File: config.mk
export PLATFORM = sky130hd
export DESIGN_NAME = seg_scan_ctrl_flat
export DESIGN_NICKNAME = d
export VERILOG_FILES = /design/src/rtl/seg_pkg.sv /design/src/rtl/seg_scan_ctrl_if.sv /design/src/rtl/seg_decode.sv /design/src/rtl/seg_scan_ctrl.sv /design/src/flat_wrapper.sv
export SDC_FILE = /design/constraint.sdc
export NUM_CORES = 1
export LEC_CHECK = 0
export ABC_AREA = 0
export CAP_MARGIN = 20
export CORE_ASPECT_RATIO = 2
export CORE_MARGIN = 5
export CORE_UTILIZATION = 50
export CTS_CLUSTER_DIAMETER = 120
export DETAILED_ROUTE_END_ITERATION = 10
export PLACE_DENSITY = 0.8
export SYNTH_ARGS = -nofsm -noshare
export SYNTH_HDL_FRONTEND = slang
export SYNTH_SLANG_ARGS = --single-unit
File: constraint.sdc
create_clock -name clk -period 7.3 [get_ports clk]
set_clock_uncertainty 0.15 [all_clocks]
set_input_delay 2.19 -clock clk [delete_from_list [all_inputs] [get_ports clk]]
set_output_delay 2.19 -clock clk [all_outputs]
set_load 0.01 [all_outputs]
File: src/rtl/seg_pkg.sv
// rtl/seg_pkg.sv - digit codes, scan states and segment pattern table
package seg_pkg;

    localparam logic [4:0] DASH  = 5'd16;
    localparam logic [4:0] BLANK = 5'd17;

    typedef enum logic {
        S_BLANK = 1'b0,
        S_DWELL = 1'b1
    } scan_state_t;

    // Bit order a,b,c,d,e,f,g,dp; entries 0..15 are hex glyphs, 16 is the dash.
    localparam logic [7:0] SEG_TABLE [0:16] = '{
        8'hFC, 8'h60, 8'hDA, 8'hF2, 8'h66, 8'hB6, 8'hBE, 8'hE0,
        8'hFE, 8'hF6, 8'hEE, 8'h3E, 8'h9C, 8'h7A, 8'h9E, 8'h8E,
        8'h02
    };

endpackage

File: src/rtl/seg_scan_ctrl_if.sv
// rtl/seg_scan_ctrl_if.sv - host and display signals of the segment scanner
interface seg_scan_ctrl_if;

    logic       wr_en;
    logic [1:0] wr_addr;
    logic [4:0] wr_data;
    logic       update;
    logic [3:0] digit_en;
    logic [3:0] ctrl;
    logic [7:0] segment;
    logic       update_pending;
    logic       frame_tick;

    modport master (
        output wr_en, wr_addr, wr_data, update, digit_en,
        input  ctrl, segment, update_pending, frame_tick
    );

    modport slave (
        input  wr_en, wr_addr, wr_data, update, digit_en,
        output ctrl, segment, update_pending, frame_tick
    );

endinterface

File: src/rtl/seg_decode.sv
// rtl/seg_decode.sv - combinational digit code to segment pattern decoder
import seg_pkg::*;

module seg_decode (
    input  logic [4:0] code,
    output logic [7:0] pattern
);

    always_comb begin
        pattern = 8'h00;
        if (code <= DASH) begin
            pattern = SEG_TABLE[code];
        end
    end

endmodule

File: src/rtl/seg_scan_ctrl.sv
// rtl/seg_scan_ctrl.sv - four-digit multiplexed seven-segment scanner with frame-aligned commit
import seg_pkg::*;

module seg_scan_ctrl #(
    parameter int DWELL_CYCLES = 50000,
    parameter int BLANK_CYCLES = 500
) (
    input logic           clk,
    input logic           rst,
    seg_scan_ctrl_if.slave bus
);

    localparam int MAXC  = (DWELL_CYCLES > BLANK_CYCLES) ? DWELL_CYCLES : BLANK_CYCLES;
    localparam int CNT_W = (MAXC > 1) ? $clog2(MAXC) : 1;
    localparam logic [CNT_W-1:0] DWELL_LAST = CNT_W'(DWELL_CYCLES - 1);
    localparam logic [CNT_W-1:0] BLANK_LAST = CNT_W'((BLANK_CYCLES > 0) ? BLANK_CYCLES - 1 : 0);
    localparam bit HAS_BLANK = (BLANK_CYCLES > 0);

    scan_state_t      state, state_nxt;
    logic [1:0]       idx, idx_nxt;
    logic [CNT_W-1:0] cnt, cnt_nxt;

    logic [4:0] shadow     [4];
    logic [4:0] active     [4];
    logic [4:0] active_nxt [4];

    logic       pending, pending_nxt;
    logic       commit;
    logic       tick_q, tick_nxt;
    logic [3:0] ctrl_q, ctrl_nxt;
    logic [7:0] seg_q, seg_nxt;
    logic [4:0] code_sel;
    logic [7:0] pattern;

    always_comb begin
        state_nxt = state;
        idx_nxt   = idx;
        cnt_nxt   = cnt + 1'b1;
        case (state)
            S_BLANK: begin
                if (!HAS_BLANK || cnt == BLANK_LAST) begin
                    state_nxt = S_DWELL;
                    cnt_nxt   = '0;
                end
            end
            S_DWELL: begin
                if (cnt == DWELL_LAST) begin
                    idx_nxt   = idx + 2'd1;
                    cnt_nxt   = '0;
                    state_nxt = HAS_BLANK ? S_BLANK : S_DWELL;
                end
            end
            default: begin
                state_nxt = S_BLANK;
                cnt_nxt   = '0;
            end
        endcase
    end

    // tick_q is high exactly during the last dwell cycle of digit 3, so it marks the frame boundary.
    always_comb begin
        commit      = tick_q && (pending || bus.update);
        pending_nxt = commit ? 1'b0 : (pending || bus.update);
        for (int i = 0; i < 4; i++) begin
            active_nxt[i] = active[i];
            if (commit) begin
                active_nxt[i] = (bus.wr_en && bus.wr_addr == 2'(i)) ? bus.wr_data : shadow[i];
            end
        end
        code_sel = active_nxt[idx_nxt];
    end

    seg_decode u_decode (
        .code    (code_sel),
        .pattern (pattern)
    );

    // Outputs are computed from the phase being entered so they line up with the state register.
    always_comb begin
        ctrl_nxt = 4'b1111;
        seg_nxt  = 8'h00;
        if (state_nxt == S_DWELL && bus.digit_en[idx_nxt]) begin
            ctrl_nxt[idx_nxt] = 1'b0;
            seg_nxt           = pattern;
        end
        tick_nxt = (state_nxt == S_DWELL) && (idx_nxt == 2'd3) && (cnt_nxt == DWELL_LAST);
    end

    always_ff @(posedge clk) begin
        if (rst) begin
            state   <= S_BLANK;
            idx     <= 2'd0;
            cnt     <= '0;
            pending <= 1'b0;
            tick_q  <= 1'b0;
            ctrl_q  <= 4'b1111;
            seg_q   <= 8'h00;
            for (int i = 0; i < 4; i++) begin
                shadow[i] <= DASH;
                active[i] <= DASH;
            end
        end else begin
            state   <= state_nxt;
            idx     <= idx_nxt;
            cnt     <= cnt_nxt;
            pending <= pending_nxt;
            tick_q  <= tick_nxt;
            ctrl_q  <= ctrl_nxt;
            seg_q   <= seg_nxt;
            for (int i = 0; i < 4; i++) begin
                active[i] <= active_nxt[i];
            end
            if (bus.wr_en) begin
                shadow[bus.wr_addr] <= bus.wr_data;
            end
        end
    end

    assign bus.ctrl           = ctrl_q;
    assign bus.segment        = seg_q;
    assign bus.frame_tick     = tick_q;
    assign bus.update_pending = pending;

endmodule

File: src/flat_wrapper.sv
// flat-port wrapper written by rule: the top's interface ports become plain ports
module seg_scan_ctrl_flat 
#(
    parameter int DWELL_CYCLES = 50000,
    parameter int BLANK_CYCLES = 500
)
  (clk, rst, bus_wr_en, bus_wr_addr, bus_wr_data, bus_update, bus_digit_en, bus_ctrl, bus_segment, bus_update_pending, bus_frame_tick);
  seg_scan_ctrl_if bus_i ();
  input logic clk;
  input logic rst;
  input wire logic [$bits(bus_i.wr_en)-1:0] bus_wr_en;
  input wire logic [$bits(bus_i.wr_addr)-1:0] bus_wr_addr;
  input wire logic [$bits(bus_i.wr_data)-1:0] bus_wr_data;
  input wire logic [$bits(bus_i.update)-1:0] bus_update;
  input wire logic [$bits(bus_i.digit_en)-1:0] bus_digit_en;
  output wire logic [$bits(bus_i.ctrl)-1:0] bus_ctrl;
  output wire logic [$bits(bus_i.segment)-1:0] bus_segment;
  output wire logic [$bits(bus_i.update_pending)-1:0] bus_update_pending;
  output wire logic [$bits(bus_i.frame_tick)-1:0] bus_frame_tick;
  assign bus_i.wr_en = bus_wr_en;
  assign bus_i.wr_addr = bus_wr_addr;
  assign bus_i.wr_data = bus_wr_data;
  assign bus_i.update = bus_update;
  assign bus_i.digit_en = bus_digit_en;
  assign bus_ctrl = bus_i.ctrl;
  assign bus_segment = bus_i.segment;
  assign bus_update_pending = bus_i.update_pending;
  assign bus_frame_tick = bus_i.frame_tick;
  seg_scan_ctrl #(.DWELL_CYCLES(DWELL_CYCLES), .BLANK_CYCLES(BLANK_CYCLES)) u_core (.clk(clk), .rst(rst), .bus(bus_i));
endmodule
# Word level (Yosys, flattened, before mapping)
# Memories as Yosys holds them, arrays and structs flattened. A register that Yosys moved wholly into a read port is not among the register bits.
# Cells that the tools add are included.
[classes]
addsub = 2
n_lt_le_gt_ge = 4
eq_ne = 7
mux = 36
bitwise = 10
n_reduce_logical = 15
[ops]
columns = ["operator", "count"]
rows = [
  ["$mux 5", 15],
  ["$eq 16x16->1 const B", 2],
  ["$mux 16", 2],
  ["$pmux 16 s2", 1],
  ["$add 16x1->16 const B", 1],
  ["$eq 16x9->1 const B", 1],
  ["$mux 1", 11],
  ["$bmux 5 s2", 1],
  ["$logic_and 1x1->1", 9],
  ["$eq 2x2->1 const B", 3],
  ["$mux 2", 3],
  ["$not 5->6", 1],
  ["$le 5x5->1 const B", 1],
  ["$reduce_or 5->1", 1],
  ["$not 4->4", 1],
  ["$or 1x1->1", 4],
  ["$reduce_or 2->1", 2],
  ["$ge 3x3->1 const B", 1],
  ["$lt 2x3->1 const B", 1],
  ["$not 1->1", 3],
  ["$not 2->3", 1],
  ["$reduce_or 3->1", 1],
  ["$add 2x1->2 const B", 1],
  ["$bmux 1 s2", 1],
  ["6 further kinds", 6],
]
[totals]
reg_bits = 25
mem_bits_rw = 40
rom_bits = 256
in_bits = 15
output_inout_bits = 14
word_cells = 83
mem_count = 3
[mem_list]
columns = ["memory", "depth", "width", "read_ports", "rd_ports_with_merged_regs", "wr", "line", "text"]
rows = [
  ["(no name shown)", 32, 8, 1, 1, 0, "seg_decode.sv:12", "pattern = SEG_TABLE[code];"],
  ["u_core.active", 4, 5, 4, 0, 4, "seg_scan_ctrl.sv:24", "logic [4:0] active [4];"],
  ["u_core.shadow", 4, 5, 4, 0, 4, "seg_scan_ctrl.sv:23", "logic [4:0] shadow [4];"],
]

# Logic depth before layout (Yosys ltp)
[logic_depth]
word_depth = 10
ltp_mapped = 14
ltp_nobuf = 13

# By module
# A second synthesis with hierarchy kept.
[unflattened]
hier_cells = 421
area_unflattened_um2 = 3972.6
[modules_own_cells]
columns = ["mod", "n_inst", "cells_each", "area_per_inst_um2", "seq_area_each_um2"]
rows = [
  ["seg_scan_ctrl", 1, 380, 3674.8, 1661.6],
  ["seg_decode", 1, 41, 297.8, 0.0],
]

# Worst setup path before layout
# Ideal clock, no wire load.
[synth_timing]
kind = "input to register"
startpoint = "input bus_update"
endpoint = "register u_core.seg_q[7] (netlist: u_core.bus.segment[7])"
setup_time_ps = 70
t_arrival_ps = 4367
required_ps = 7080
setup_slack_ps = 2713
path_stages = 12
path_buffers = 2
path_cell_list = "o21a_1 > clkbuf_1 > clkbuf_1 > mux2i_1 > mux2i_1 > o2bb2ai_1 > nand2_1 > o21ai_0 > a21o_1 > ha_1 > or3_1 > a21oi_1"
[synth_via]
elab_chain_cells = 9
word_cells_on_any_way = 13
cone_classes = "order compare: 1; mux: 7; bitwise: 2; reduce/logical: 3"
[synth_lines]
columns = ["item", "line", "text"]
rows = [
  ["start: declaration", "flat_wrapper.sv:14", "input wire logic [$bits(bus_i.update)-1:0] bus_update;"],
  ["$logic_or 1x1->1 *", "seg_scan_ctrl.sv:62", "commit = tick_q && (pending || bus.update);"],
  ["$logic_and 1x1->1 *", "seg_scan_ctrl.sv:62", ""],
  ["$mux 5", "seg_scan_ctrl.sv:66", "if (commit) begin"],
  ["$bmux 5 s2 *", "seg_scan_ctrl.sv:70", "code_sel = active_nxt[idx_nxt];"],
  ["$mux 5 (implied by the code) * (2 in a row)", "seg_scan_ctrl.sv:70", ""],
  ["$le 5x5->1", "seg_decode.sv:11", "if (code <= DASH) begin"],
  ["$not 1->1 (no line)", "n/a", ""],
  ["$reduce_or 3->1 (no line)", "n/a", ""],
  ["end: declaration", "seg_scan_ctrl.sv:31", "logic [7:0] seg_q, seg_nxt;"],
]
# Every way passes the cells marked *; elsewhere a longest branch is shown, timed or not. The select of a mux whose other input is x is not followed.
# A chain may end at the register's enable or synchronous reset.

# Worst setup path in the final report
[layout_timing]
startpoint = "input bus_update"
endpoint = "register u_core.seg_q[4] (netlist: u_core.bus.segment[4])"
# Same word-level chain as after synthesis.

==> run metrics <==
largest fanout on the critical path=27; Die H=approximately 130 um; Max VDD drop=~0.21 mV; Synth Cell Area=roughly 3800 um^2; Synth Flop Type=dfxtp_1; critical path arrival=approximately 5200 ps; Routed WL=around 8400 um; Design Area, Final=roughly 4400 um^2; Remaining DRCs=0; part of the cycle the worst path needs=0.699; HP Class=reg -> reg; synth unique cells=63; sequential cell area fraction in the yosys report=0.435; Tmin final=approximately 5000 ps; Crit Path Class=in -> reg; CP startpoint kind=input port; synthesized area per cell=roughly 9.2 um^2; Max Slew Vio Count=0; CTS tree=built; latest clock arrival within the worst-skew pair=~340 ps; number of hold buffers added after CTS=0; nets=approximately 450; status=complete, no violations; Via Count=approximately 3.1k; Highest Clock Rate=a little under 200 MHz; routability cong.=about 0.90; number of global-route vias before repair=2,874; Post-synth EDFFs=20; Critical Path RT=~7400 ps; remaining antenna violation count=0; pwr/cell area=211 nW/um^2; number of I/O port buffers=27; die area=~9500 um^2; Synthesized Nets=434; number of setup buffers added after CTS=0; RSZ-0062 raised after global routing=false; Slew Limit Headroom=0.402; fraction of registers with async set/reset=0; # resized after CTS=0; worst slew pin tran=around 900 ps; H-tree lvl count=3; Max Cap Violations=0; via density per instance=between 5 and 6; Setup crit end kind=flip-flop; final setup fails=0; clock sinks=72; final hold violations=0; I/O pins=29; n_diodes=0; largest net degree at the start of global routing=28; Final Power=931 uW; Overflow after GRT=0; Detailed Routing Iterations Pass 1=4; first-pass GRT wire length=13,900 um; Num CTS Buffers=9; CTS Root Cell=clkbuf_16; core area=roughly 7500 um^2; initial core utilization=0.504; Iter 0 DRT Violations=206; Area Growth Syn to Fin=17.1%; Die Width=71.4 um; post-DP HPWL=between 5000 and 6000 um; Synth Warn #=0; Area after DPL=roughly 4100 um^2; clock buffer depth=2; ratio of cells with drive above 1 in the final layout=0.0986; final setup TNS=0 ps; Reg clk slew, reported paths=around 50 ps; flip-flop and latch count after synthesis=72; post-synthesis cell count=between 400 and 500; drt wl/cell=15.9 um; initial antenna violation count=0; leak pwr=between 1.5 and 2 nW; Row Count=45; All-Layer GR Usage=0.188
-- metrics by stage --
step,util,hold slack (ps),setup WS (ps),cells
4_1_cts,0.588,317,2150,528
2_1_floorplan,-,280,2710,411
3_3_place_gp,0.545,300,1850,512
3_5_place_dp,0.545,304,1780,512
5_1_grt,0.590,370,1950,530
6_report,0.590,327,2200,530
-- worst paths after layout --
| path | cells after the start | startpoint | endpoint | slack, ps |
|---|---|---|---|---|
| max | 11 | bus_update | u_core.bus.segment[4] | 2200 |
| min | 1 | u_core.cnt[0] | u_core.cnt[0] | 330 |
| max reg2reg | 9 | u_core.cnt[11] | u_core.bus.segment[7] | 4000 |
| min reg2reg | 1 | u_core.cnt[0] | u_core.cnt[0] | 330 |
-- registers in the layout (all words and copies together), names as in the netlist --
| name | count |
|---|---|
| u_core.bus.ctrl | 4 |
| u_core.idx | 2 |
| u_core.active | 20 |
| u_core.shadow | 20 |
| u_core.bus.frame_tick | 1 |
| u_core.bus.update_pending | 1 |
| u_core.state | 1 |
| u_core.cnt | 16 |
| u_core.bus.segment | 7 |
-- logic make-up (layout without fill, tap and decap cells) --
| kind of cell | after synthesis | count (layout) | synth area share |
|---|---|---|---|
| AND/OR/NAND/NOR | 187 | 187 | 0.268 |
| AO/OA/AOI/OAI | 77 | 77 | 0.146 |
| flip-flops | 72 | 72 | 0.435 |
| buffers and inverters | 31 | 56 | 0.0338 |
| multiplexers | 20 | 20 | 0.0544 |
| XOR/XNOR | 15 | 15 | 0.0348 |
| adder cells (fa/ha/maj) | 8 | 8 | 0.0265 |
| other | 1 | 1 | 0.000994 |
-- layer usage --
layer  vias up  global-route usage  wire length, um
met4         0              0.0931              243
met2        82               0.300             4280
li1       1513                   -                -
met5         -                   0                0
met1      1457               0.231             3490
met3        18              0.0510              396
-- area by class of cell --
cell class	instances	area (um^2)
Sequential cell	72	1640
Clock buffer	11	264
Multi-Input combinational cell	308	2000
Clock inverter	5	61.3
Tap cell	94	118
Inverter	10	37.5
Fill cell	658	3070
Timing Repair Buffer	30	293
-- synthesized netlist by cell type, drive strengths merged, types with 2 or more instances --
master   n  area, um^2
a211oi  12        90.1
a21oi   14        70.1
a221o    2        20.0
a221oi   8        82.6
a31oi    2        12.5
and2    17         106
and3     8        51.3
buf      5        30.0
clkbuf  16        60.1
dfxtp   52        1040
edfxtp  20         601
ha       8         100
inv      9        33.8
mux2     4        45.0
mux2i   16         160
nand2   24        97.6
nand2b   9        58.8
nand3   18        90.1
nand3b   2        18.8
nand4    5        31.3
nor2    59         221
nor2b   12        75.1
nor3    10        55.1
nor3b    3        22.5
nor4     6        73.8
o21a     2        15.0
o21ai   18         105
o21bai   2        15.0
o22ai    5        31.3
o31ai    2        20.0
o32ai    2        17.5
or2      4        25.0
or3      3        18.8
or3b     2        17.5
or4      3        30.0
xnor2   11        96.3
xor2     4        35.0
-- placed cells by master (no fill, tap or decap), types with 8 or more instances in the layout --
| cell | n |
|---|---|
| nor2_1 | 59 |
| dfxtp_1 | 52 |
| clkdlybuf4s50_1 | 27 |
| nand2_1 | 23 |
| edfxtp_1 | 20 |
| nand3_1 | 18 |
| and2_1 | 17 |
| mux2i_1 | 16 |
| a21oi_1 | 14 |
| o21ai_0 | 13 |
| nor2b_1 | 12 |
| a211oi_1 | 12 |
| xnor2_1 | 11 |
| clkbuf_16 | 10 |
| nor3_1 | 9 |
| inv_1 | 9 |
| nand2b_1 | 8 |
| ha_1 | 8 |
-- critical path, cell delays in order --
cell and delay (ps):
clkdlybuf4s50_1 500, o21a_1 740, mux2i_1 330, mux2i_1 140, o2bb2ai_1 150, nand2_1 70
o21ai_0 110, a21oi_1 310, ha_1 340, mux2i_1 200, o31ai_2 90
-- power by group --
part,switching (mW),leakage (nW),internal (mW)
Sequential,0.00441,0.617,0.421
Combinational,0.0235,0.861,0.0178
Clock,0.168,0.161,0.296
No activity file was read; power rests on OpenSTA's default activity.
==> edit 1, RTL diff (config.mk and constraints unchanged) <==
`BLANK_CYCLES` is set to 500 in 2 places; all go to 125.
--- a/src/rtl/seg_scan_ctrl.sv
+++ b/src/rtl/seg_scan_ctrl.sv
@@ -3,7 +3,7 @@
 
 module seg_scan_ctrl #(
     parameter int DWELL_CYCLES = 50000,
-    parameter int BLANK_CYCLES = 500
+    parameter int BLANK_CYCLES = 125
 ) (
     input logic           clk,
     input logic           rst,
--- a/src/flat_wrapper.sv
+++ b/src/flat_wrapper.sv
@@ -2,7 +2,7 @@
 module seg_scan_ctrl_flat 
 #(
     parameter int DWELL_CYCLES = 50000,
-    parameter int BLANK_CYCLES = 500
+    parameter int BLANK_CYCLES = 125
 )
   (clk, rst, bus_wr_en, bus_wr_addr, bus_wr_data, bus_update, bus_digit_en, bus_ctrl, bus_segment, bus_update_pending, bus_frame_tick);
   seg_scan_ctrl_if bus_i ();
Function: same outputs for any inputs over 10 cycles, from zero or initial values and one cycle with rst high; that may be too few to reach the edited logic, so the function may still have changed.
==> edit 1 against the unedited design <==
  * Setup slack got worse by 280 ps
  * Core utilization up 0.78 points
  * Sequential power barely moved
  * Non-clock buffer count increased by 1
  * Global-route usage grew 1.5 points
  * Critical path depth rose by 2
  * Final area fell by 0.93%
  * Sequential cell count did not move
  * Routed wire length is 8.3% higher
  * Total power is 2.8% lower
  * Synthesized area fell by 0.17%
  * Critical endpoint is now u_core.bus.segment[1]
  * Highest routed layer unchanged
==> edit 1: results (changes against the unedited design) <==
fin cells 522 (-1.5%); Hold WS 313 ps (-13.9 ps); reg-to-reg endpoint u_core.bus.segment[1]; status finished clean; pin count of the biggest net entering global routing 28 (unchanged); critical path fanouts, max 7 (-74%); top cells by count, synth nor2_1, dfxtp_1, nand2_1; vias in the first global route 3228 (+12%); post-route clock period utilization 73.8% (+3.9 points); PortBufs 27 (unchanged); Hold Crit Endpoint u_core.active[1][4]; CP Class primary input to flip-flop; fin nets 449 (-1.1%); routed wire length 9100 um (+8.3%); met3 Use GR 2.89% (-2.2 points); drt initial violations 241 (+17%); Synth Area in Compound Gates 13.7% (-0.97 points); post-synthesis net count 432 (-0.46%); Post-synth EDFFs 20 (unchanged); drt via density 5.93 (+2.4%); xor-xnor portion of the synthesized cell area 3.95% (+0.47 points); detailed placement HPWL 6450 um (+7.8%); FF-to-FF path depth 12 (+3); met1 Use GR 18.8% (-4.3 points); Adder-Cell Fraction of Synth Area 2.99% (+0.34 points); top post-synthesis cells by area dfxtp_1, edfxtp_1, nor2_1; relative slew slack 42.1% (+1.9 points); worst path arrival time 5490 ps (+320 ps); routability cong. 0.971 (+7.9%); FF-to-FF Start u_core.cnt[0]; leakage power 1.63 nW (-0.26%); fillers 630 (-4.3%); met2 Use GR 38.9% (+9.0 points); Tot GR Track Use 20.3% (+1.5 points); dpl cell area 4080 um^2 (+0.12%); Placed Instances 506 (-1.2%); Inserted Clock Buffers 9 (unchanged); pre-CTS setup slack 1620 ps (-165 ps); mux contribution to synthesized area 7.34% (+1.9 points); hold path start u_core.active[1][4]; r2r setup slk 3890 ps (-110 ps); maximum vdd drop 0.000142 V (-33%); syn_area_per_cell 9.23 um^2 (+0.57%); layout cells sized above 1 8.60% (-1.3 points)
edit 1: cell types whose count changed in the layout (fill, tap and decap cells not counted), sizes merged, moves of 4 or more:
cell / change
a21oi: +8
nor4: -5
o21ai: -8
a221oi: -6
nand2: +4
xor2: +4
nand3: -4
nor2b: -5
a211o: +4
nand2b: -4
edit 1: cell families (layout without fill, tap and decap cells):
| family | Yosys count | count (layout) |
|---|---|---|
| AND/OR/NAND/NOR | 175 | 175 |
| adder cells (fa/ha/maj) | 9 | 9 |
| flip-flops | 72 | 72 |
| multiplexers | 23 | 23 |
| buffers and inverters | 35 | 57 |
| XOR/XNOR | 17 | 17 |
| AO/OA/AOI/OAI | 76 | 76 |
| other | 1 | 1 |
edit 1: worst max-delay path, cell delays in order:
cell and delay, ps:
clkdlybuf4s50_1 570, or3b_1 540, mux2i_1 210, nor2_1 60, a21oi_1 250, nor3_1 80
a21oi_1 130, nor2_1 70, a221oi_1 470, ha_1 280, inv_1 60, or4b_1 510
o31ai_1 70
edit 1: per-layer routing:
metal / vias up / share of wire (%)
met3: 30 / 4.5
met1: 1481 / 34
met2: 99 / 57
met4: 0 / 4.6
li1: 1487 / -
met5: - / 0
edit 1: cell type report:
type / instances / area, um^2 / share of cell area (%)
clock buffer: 13 / 272 / 6.20
clock inverter: 3 / 22.5 / 0.515
inverter: 10 / 37.5 / 0.858
multi-input combinational: 301 / 1990 / 45.4
sequential: 72 / 1640 / 37.5
tap: 92 / 115 / 2.63
timing repair buffer: 31 / 300 / 6.86
edit 1: power by group:
part | total, mW | switching [mW] | internal, mW
Clock | 0.433 | 0.172 | 0.262
Sequential | 0.426 | 0.00475 | 0.421
Combinational | 0.0452 | 0.0259 | 0.0193
Total | 0.904 | 0.202 | 0.702
==> edit 2, RTL diff (same settings) <==
Made on the original files. Reset style: asynchronous (`rst`), changed in one clocked block.
--- a/src/rtl/seg_scan_ctrl.sv
+++ b/src/rtl/seg_scan_ctrl.sv
@@ -86,7 +86,7 @@
         tick_nxt = (state_nxt == S_DWELL) && (idx_nxt == 2'd3) && (cnt_nxt == DWELL_LAST);
     end
 
-    always_ff @(posedge clk) begin
+    always_ff @(posedge clk or posedge rst) begin
         if (rst) begin
             state   <= S_BLANK;
             idx     <= 2'd0;
Behaviour: differs if rst is asserted again (counterexample within 4 cycles, from zero or initial values and one cycle with rst high); with rst held inactive, the same outputs for 10 cycles.
==> edit 2 against the unedited design <==
  * Synthesized area fell by 5.5%
  * Routed wire length fell by 8.1%
  * Core utilization rose by 1.8 points
  * Global-route usage fell by 0.090 points
  * First-iteration DRC count fell by 14%
  * Die area fell by 4.9%
  * Setup slack improved by 67 ps
  * Clock power fell by 8.4%
  * Final area fell by 4.6%
  * Total power fell by 2.0%
  * Sequential cell count did not move
  * Critical path type unchanged
==> edit 2: results (changes against the unedited design) <==
status finished clean; sequential share of the synthesized area 51.0% (+7.4 points); endpoints failing hold 0 (unchanged); Adder-Cell Fraction of Synth Area 2.46% (-0.20 points); reg-to-reg endpoint u_core.bus.segment[1]; inverter count 19 (+9); layout cells sized above 1 18.5% (+8.6 points); critical path fanouts, max 6 (-78%); ys async rst share 100% (+100 points); hold path start u_core.bus.frame_tick; fillers 526 (-20%); Synth cell types 60 (-4.8%); Slowest-stage cell, CP clkdlybuf4s50_1; r2r setup slk 4340 ps (+340 ps); Worst Setup EP u_core.bus.segment[7]; top_reg_cell synth dfrtp_1; fraction of area in registers 43.1% (+5.9 points); Clock buf/inv share 6.91% (-0.45 points); Worst path top cell family by delay simple AND/OR/NAND/NOR gates; Post-synth EDFFs 0 (-100%); bufs w/o clock 29 (-3.3%); routed wire length 7720 um (-8.1%); post-synthesis net count 351 (-19%); drt initial violations 178 (-14%); fin nets 380 (-16%); clock latency on the worst-skew pair 320 ps (-20 ps); maximum vdd drop 0.000144 V (-32%); clkbuf count 12 (+1); NonClk Buf Share 7.24% (+0.61 points); xor-xnor portion of the synthesized cell area 3.69% (+0.20 points); drt via density 5.60 (-3.4%); detailed placement HPWL 5710 um (-4.5%); pin count of the biggest net entering global routing 73 (+160%); Tmin final 5040 ps (-66.7 ps); top post-synthesis cells by area dfrtp_1, dfstp_2, mux2i_1; worst path arrival time 5130 ps (-40 ps); leakage power 1.98 nW (+21%); Hold Crit Endpoint u_core.bus.update_pending; pre-CTS setup slack 1820 ps (+31.2 ps); fraction of area in multi-input gates 38.4% (-6.9 points); top cells by count, synth dfrtp_1, nor2_1, nand2_1; Gate power share 6.5% (+2.1 points); P_clk 0.424 mW (-8.4%); vias in the first global route 2661 (-7.4%); Pre-Repair DR Iteration Count 5 (+1); FF-to-FF Start u_core.cnt[0]
==> edit 2: cell count changes in the layout (fill, tap and decap cells not counted), moves of 8 or more <==
cell,change
dfrtp_1,+60
dfxtp_1,-52
nor2_1,-25
edfxtp_1,-20
and2_1,-16
dfstp_2,+12
nor2b_1,-11
mux2_4,+9
inv_1,+8
nand2b_1,-8
nand3_1,-8
==> edit 2: per-stage QoR <==
stage / power, mW / instance area, um^2 / hold slack [ps] / cells
2_1_floorplan: 0.472 / 3560 / 291 / 329
3_3_place_gp: 0.492 / 3900 / 308 / 436
3_5_place_dp: 0.495 / 3900 / 320 / 436
4_1_cts: 0.922 / 4190 / 326 / 452
5_1_grt: 0.948 / 4220 / 358 / 453
6_report: 0.912 / 4220 / 327 / 453
==> edit 2: routing by layer <==
layer	wire (um)	GRT usage [%]	vias up	share of wire, %
li1	-	-	1219	-
met1	2740	18.3	1217	35
met2	4320	34.9	73	56
met3	276	4.27	27	3.6
met4	391	12.2	0	5.1
met5	0	0	-	0
